### src/rtl/encoder_pkg.sv
// rtl/encoder_pkg.sv - shared types and helpers for the encoder family
package encoder_pkg;

    typedef enum logic {
        ENC_MODE_FIXED = 1'b0,
        ENC_MODE_RR    = 1'b1
    } enc_mode_e;

    // Index width for an N-line encoder; never narrower than one bit.
    function automatic int enc_width(input int n);
        return (n > 2) ? $clog2(n) : 1;
    endfunction

endpackage

### src/rtl/prio_find.sv
// rtl/prio_find.sv - combinational downward set-bit search from a start index, wrapping 0 -> N-1
module prio_find
    import encoder_pkg::*;
#(
    parameter  int N = 8,
    localparam int W = enc_width(N)
) (
    input  logic [N-1:0] vec,
    input  logic [W-1:0] start,
    output logic [W-1:0] idx,
    output logic         found
);

    always_comb begin
        int s;
        int j;
        idx   = '0;
        found = 1'b0;
        // An out-of-range start can only arise for non-power-of-two N; treat it as the top line.
        s     = (int'(start) < N) ? int'(start) : N - 1;
        j     = 0;
        for (int i = 0; i < N; i++) begin
            j = s - i;
            if (j < 0) begin
                j = j + N;
            end
            if (!found && vec[j]) begin
                found = 1'b1;
                idx   = W'(j);
            end
        end
    end

endmodule

### src/rtl/priority_encoder_rr.sv
// rtl/priority_encoder_rr.sv - registered N-to-W encoder with fixed/round-robin priority and valid/ready output
module priority_encoder_rr
    import encoder_pkg::*;
#(
    parameter  int N = 8,
    localparam int W = enc_width(N)
) (
    input  logic         clk,
    input  logic         rst_n,
    input  logic         mode,
    input  logic [N-1:0] req,
    input  logic         out_ready,
    output logic [W-1:0] code,
    output logic         out_valid,
    output logic         multi,
    output logic [W-1:0] ptr
);

    logic [W-1:0] code_q, code_d;
    logic         valid_q, valid_d;
    logic         multi_q, multi_d;
    logic [W-1:0] ptr_q, ptr_d;

    logic [W-1:0] start;
    logic [W-1:0] win_idx;
    logic         found;
    logic         load;
    enc_mode_e    mode_sel;

    assign mode_sel = enc_mode_e'(mode);
    assign start    = (mode_sel == ENC_MODE_RR) ? ptr_q : W'(N - 1);
    assign load     = !valid_q || out_ready;

    prio_find #(.N(N)) u_find (
        .vec   (req),
        .start (start),
        .idx   (win_idx),
        .found (found)
    );

    always_comb begin
        code_d  = code_q;
        valid_d = valid_q;
        multi_d = multi_q;
        ptr_d   = ptr_q;
        if (load) begin
            if (found) begin
                code_d  = win_idx;
                valid_d = 1'b1;
                // Clearing the lowest set bit leaves something only if two or more were set.
                multi_d = |(req & (req - N'(1)));
                if (mode_sel == ENC_MODE_RR) begin
                    ptr_d = (win_idx == '0) ? W'(N - 1) : win_idx - W'(1);
                end
            end else begin
                valid_d = 1'b0;
                multi_d = 1'b0;
            end
        end
    end

    always_ff @(posedge clk or negedge rst_n) begin
        if (!rst_n) begin
            code_q  <= '0;
            valid_q <= 1'b0;
            multi_q <= 1'b0;
            ptr_q   <= W'(N - 1);
        end else begin
            code_q  <= code_d;
            valid_q <= valid_d;
            multi_q <= multi_d;
            ptr_q   <= ptr_d;
        end
    end

    assign code      = code_q;
    assign out_valid = valid_q;
    assign multi     = multi_q;
    assign ptr       = ptr_q;

endmodule

### config.mk
export PLATFORM = sky130hd
export DESIGN_NAME = priority_encoder_rr
export DESIGN_NICKNAME = d
export VERILOG_FILES = /design/src/rtl/encoder_pkg.sv /design/src/rtl/prio_find.sv /design/src/rtl/priority_encoder_rr.sv
export SDC_FILE = /design/constraint.sdc
export NUM_CORES = 1
export LEC_CHECK = 0
export BUFFER_PORTS_ARGS = -buffer_cell sky130_fd_sc_hd__buf_4
export CAP_MARGIN = 25
export CORE_ASPECT_RATIO = 1.25
export CORE_MARGIN = 2
export CORE_UTILIZATION = 63
export CTS_CLUSTER_SIZE = 20
export DETAILED_ROUTE_END_ITERATION = 10
export PLACE_DENSITY_LB_ADDON = 0.12
export SKIP_CTS_REPAIR_TIMING = 1
export SYNTH_ARGS = -nofsm -noshare
export SYNTH_HDL_FRONTEND = slang
export SYNTH_SLANG_ARGS = --single-unit
### constraint.sdc
create_clock -name clk -period 8.45 [get_ports clk]
set_clock_uncertainty 0.05 [all_clocks]
set_input_delay 0.845 -clock clk [delete_from_list [all_inputs] [get_ports clk]]
set_output_delay 0.845 -clock clk [all_outputs]
set_load 0.005 [all_outputs]
---- Word level (Yosys, flattened, before mapping) ----
Index checks and enable logic that the tools add are counted.
Widths: inputs -> output; s select.
operators by class
  $add $sub $neg .......................... 17
  multiply operators ...................... 0
  divide/modulo/power cells ............... 0
  magnitude comparators ................... 16
  eq/ne operators ......................... 0
  shifts and indexed selects .............. 0
  multiplexer cells ....................... 52
  bitwise gates (word level) .............. 1
  reductions and logical operators ........ 20
operators by type and width
  cell                   number
  $lt 32x5->1 const B    8
  $mux 32                8
  $add 32x5->32 const B  7
  $lt 32x1->1 const B    7
  $mux 3                 10
  $mux 1                 26
  $bmux 1 s3             8
  $sub 3x3->4 const B    4
  $and 8x8->8            1
  $logic_not 1->1        8
  $reduce_or 8->1        1
  $sub 3x2->4 const B    2
  $sub 8x1->8 const B    1
  $logic_and 1x1->1      7
  $add 3x4->5 const B    1
  $sub 3x1->4 const B    1
  $logic_not 3->1        1
  $lt 3x1->1 const B     1
  $reduce_and 3->1       1
  $sub 3x1->3 const B    1
  $reduce_and 2->1       1
  $logic_or 1x1->1       1
storage, ports and cells
  bits in registers ....................... 8
  bits in latches ......................... 0
  memory bits (writable) .................. 0
  memory bits (read-only) ................. 0
  output and inout port bits .............. 8
  word-level logic and storage cells ...... 110
  memories ................................ 0

---- Depth between registers and ports, before layout ----
  depth in word-level cells ............... 30
  mapped depth ............................ 19

---- Modules after synthesis ----
Synthesis repeated with hierarchy kept, for this count alone.
second synthesis, totals
  cell total of the unflattened synthesis .. 159
  area, all modules ....................... 1511.4 µm²
by module, submodules not included
  module               instances  cells each  area each (µm²)  sequential area each (µm²)
  prio_find            1          115         1088.5           0.0
  priority_encoder_rr  1          44          422.9            203.9

---- Least setup slack after synthesis ----
OpenSTA, ideal clock, no wires.
  path kind ............................... input -> register
  start point ............................. input mode
  end point ............................... register ptr_q[2], in the netlist ptr[2]
  library setup time ...................... 0.079 ns
  arrival ................................. 4.176 ns
  data required time ...................... 8.321 ns
  slack ................................... 4.144 ns
  cell stages on the path ................. 17
  path buffers ............................ 4
  cells stage by stage .................... buf_4 > nor2b_4 > buf_6 > inv_6 > buf_2 > ha_1 > clkbuf_1 > inv_1 > mux4_2 > nor3_4 > nand2_1 > o311a_1 > o21ai_2 > inv_1 > ha_1 > ha_1 > o21ai_0
on the way
  cells in the longest elaborated chain, start to end .. 30
  elaborated cells between the ends (all ways) .. 90
ends and longest elaborated chain
  item                                                    RTL line                   source
  from (decl)                                             priority_encoder_rr.sv:10  input logic mode,
  branches (longest 30 deep; another with $add 32x5->32)  -
  to (signal assigned)                                    priority_encoder_rr.sv:67  ptr_q <= W'(N - 1);
  to (signal assigned)                                    priority_encoder_rr.sv:72  ptr_q <= ptr_d;
  to (decl)                                               priority_encoder_rr.sv:22  logic [W-1:0] ptr_q, ptr_d;
Parallel ways; which one is timed is not known. The select of a mux whose other input is x is not followed.
A chain may end at the register's enable or synchronous reset.

---- Worst setup path after layout ----
Ends and elaborated chain as after synthesis.

==> impl_metrics.csv <==
group,metric,value,unit
outcome,status,"completed",
cells_and_area,syn_to_final_growth,9.06,%
floorplanning,die_height,58.1,microns
power_and_ir_drop,report.power.total,0.545,mW
global_route,grt.overflow.total,0,
route,detail_route.iter0.violations,121,
cts,h-tree-depth,1,
critical_path,worstPathRequired,8.56,ns
route,dr_total_vias,1650,
timing,setup_tns,0,ns
critical_path,setup.worst_path.class,"in -> reg",
power_and_ir_drop,static-leakage-power,0.635,nW
timing,finalHoldViolations,0,
timing,final_setup_vio_count,0,
cts,clk_path_buf_depth,2,
critical_path,worstPathMaxFanout,18,
cts,cts.clk_slew.worst_paths,0.05,ns
global_route,grt_pass1_vias,1584,
critical_path,critPathSlowestCell,"o32ai_1",
global_route,grt_start_max_net_pins,19,
place,dp_hpwl,3.41,mm
cells_and_area,layout.nets,217,
critical_path,timing.critical_path.from_type,"input pin",
timing,drv_slew,0,
cts,cts_num_sinks,8,
critical_path,reg2reg_setup_slack,4.14,ns
power_and_ir_drop,power_density,338,nW/um^2
flow_run,drv_cap,0,
critical_path,critPathLaunch,"mode",
critical_path,critical_path.max_stage_delay,0.46,ns
synthesis,yosysSeqAreaShare,13.8,%
cts,cts_inserted_buffers,3,
worst_hold_path,hold_class,"in -> async",
floorplanning,row_count,19,
critical_path,path_cells,"buf_4, nand2b_1, inv_1, ha_1, inv_1, xnor2_1, nor3_1, a21o_1, mux2i_1, a21oi_1, o32ai_1, ha_1, ha_1, o21ai_0",
route,wl,4.44,mm
timing,fin_crit_sh,51.9,%
timing,max-slew-margin-rel,32.8,%
floorplanning,top_level_ports,20,
critical_path,critPathMostFrequentCell,"ha_1",
synthesis,asyncSetResetFlopFracSynth,100,%
synthesis,synth-seq-cells,8,
place,place_inst,227,
floorplanning,die_width,47.3,microns
place,io_buffer_count,19,
cts,cts_root_buf,"clkbuf_4",
cells_and_area,final-instance-count-excl-fill,231,
cells_and_area,area_used_by_multi_input_combinational_logic,1170,sq um
cells_and_area,ratio_of_cells_with_drive_above_1_in_the_final_layout,20.5,%
synthesis,number_of_enable_type_register_cells_in_the_synthesized_netlist,0,
route,drt_first_pass_iters,5,
synthesis,synth.distinct_cells,59,
critical_path,path_delay_family,"compound AO/OA/AOI/OAI gates",
place,gp_congestion,0.925,
route,remaining_drc_errors,0,
cells_and_area,diode_insertion_count_for_antenna_repair,0,
synthesis,post_synth.cell_area_avg,7.70,sq um
floorplanning,placeableCoreArea,2210,sq um
timing,rsz_0062_raised_after_global_routing,"no",
critical_path,timing.rr.start,"ptr[1]$_DFFE_PN1P_",
synthesis,synth_area,1480,sq um
global_route,first_pass_grt_wire_length,7.27,mm
floorplanning,start_util,66.8,%
critical_path,end_kind,"flip-flop",
cells_and_area,final-seq-area,204,sq um
critical_path,critical_path_buf_inv_count,3,
cells_and_area,num-fill-cells,166,
synthesis,total_nets_after_synthesis,208,
route,detail_route.vias_per_cell,7.14,
global_route,gr-usage-all-layers,36.0,%
global_route,grt_antenna_before_repair,0,
route,drt-wirelength-per-cell,19.2,microns
synthesis,ys_dominant_reg_cell,"dfrtp_1",
synthesis,synthCells,192,
timing,maximum_achievable_frequency,228,MHz
route,drtAntennaViolNets,0,
power_and_ir_drop,max_ir_drop_vdd,231,uV
floorplanning,die_area,2750,sq um
timing,min_period,4.39,ns
cts,worstSkewPairLatency,0.25,ns
cts,tritoncts,"yes",
synthesis,synth-warning-count,0,
timing,worstMarginPinSlew,1.00,ns
critical_path,critical_path_arrival,4.50,ns
[synthesized netlist by cell type (2+ instances only)]
library cell / instances / share of area, %
mux2_2: 4 / 3.0
o211ai_1: 3 / 1.5
inv_1: 6 / 1.5
o32ai_1: 6 / 3.6
xnor2_1: 3 / 1.8
nor3_1: 8 / 2.7
a21boi_0: 3 / 1.5
buf_2: 2 / 0.68
nor4_1: 2 / 0.85
mux4_2: 3 / 4.6
or2_2: 2 / 0.85
maj3_1: 2 / 1.4
or3_1: 2 / 0.85
clkbuf_1: 9 / 2.3
and2_1: 3 / 1.3
xor2_1: 2 / 1.2
mux2i_1: 9 / 6.1
a2111oi_0: 2 / 1.2
a221oi_1: 5 / 3.0
nor2_1: 19 / 4.8
nand2_1: 13 / 3.3
dfrtp_1: 5 / 8.5
a211o_1: 3 / 1.8
o21bai_1: 2 / 1.0
dfstp_2: 3 / 5.3
nand3_1: 7 / 2.4
o22ai_1: 4 / 1.7
buf_4: 2 / 1.0
a211oi_1: 4 / 2.0
ha_1: 4 / 3.4
a21oi_1: 12 / 4.1
nor2b_1: 3 / 1.3
o21ai_0: 5 / 1.7
nand2b_1: 5 / 2.1
[registers in the layout, summed over array words and instances, names as in the netlist]
signal     flops
out_valid      1
ptr            3
multi          1
code           3
[per-stage QoR]
| stage | instance area (sq um) | util [%] | setup slack, ns | hold WS, ns |
|---|---|---|---|---|
| floorplan | 1480 | - | 4.14 | 0.448 |
| global placement | 1590 | 71.7 | 4.07 | 0.444 |
| detailed placement | 1590 | 71.7 | 3.97 | 0.465 |
| CTS | 1610 | 72.9 | 4.10 | 0.344 |
| global route | 1610 | 72.9 | 3.66 | 0.353 |
| finish | 1610 | 72.9 | 4.06 | 0.351 |
[routing by layer]
layer | wire, microns | up-vias | global-route usage, % | part of all wire (%)
met5 | 0 | - | 0 | 0
met3 | 354 | 17 | 4.98 | 8.0
met2 | 2330 | 92 | 60.4 | 52
li1 | - | 755 | - | -
met4 | 161 | 0 | 15.9 | 3.6
met1 | 1600 | 786 | 44.0 | 36
[final cells by class]
type / count / area share [%]
Timing Repair Buffer: 19 / 8.85
Clock buffer: 4 / 1.63
Sequential cell: 8 / 12.7
Tap cell: 31 / 2.41
Multi-Input combinational cell: 162 / 72.5
Inverter: 7 / 1.94
[cell families (layout without fill, tap and decap cells)]
| logic type | after synthesis | in the layout | share of synthesized area (%) |
|---|---|---|---|
| AO/OA/AOI/OAI | 61 | 61 | 30.4 |
| XOR/XNOR | 5 | 5 | 2.96 |
| adder cells (fa/ha/maj) | 6 | 6 | 4.74 |
| buffers and inverters | 22 | 30 | 7.11 |
| flip-flops | 8 | 8 | 13.8 |
| multiplexers | 18 | 18 | 15.5 |
| AND/OR/NAND/NOR | 72 | 72 | 25.5 |
[path summary, 6_finish.rpt]
check | to | cells after the start
worst max-delay path | ptr[2]$_DFFE_PN1P_ | 14
worst min-delay path | code[2]$_DFFE_PN0P_ | 1
worst max register to register | ptr[2]$_DFFE_PN1P_ | 13
worst min register to register | multi$_DFFE_PN0P_ | 1
max in group asynchronous | ptr[0]$_DFFE_PN1P_ | 1
min in group clk | multi$_DFFE_PN0P_ | 1
[power breakdown]
group / total [mW] / switching (mW) / internal (mW)
clock: 0.0298 / 0.0119 / 0.0180
combinational: 0.423 / 0.248 / 0.176
sequential: 0.0920 / 0.0323 / 0.0597
total: 0.545 / 0.292 / 0.253
[layout by cell type (no fill, tap or decap), drive strengths merged, types with 5 or more instances in the layout]
master  synthesis  routed
a21oi          12      12
a221oi          6       6
buf             6      19
dfrtp           5       5
inv             7       7
mux2            6       6
mux2i           9       9
nand2          14      14
nand2b          5       5
nand3           7       7
nor2           19      19
nor3            9       9
o21ai           6       6
o32ai           6       6
(Power assumes the default switching activity.)
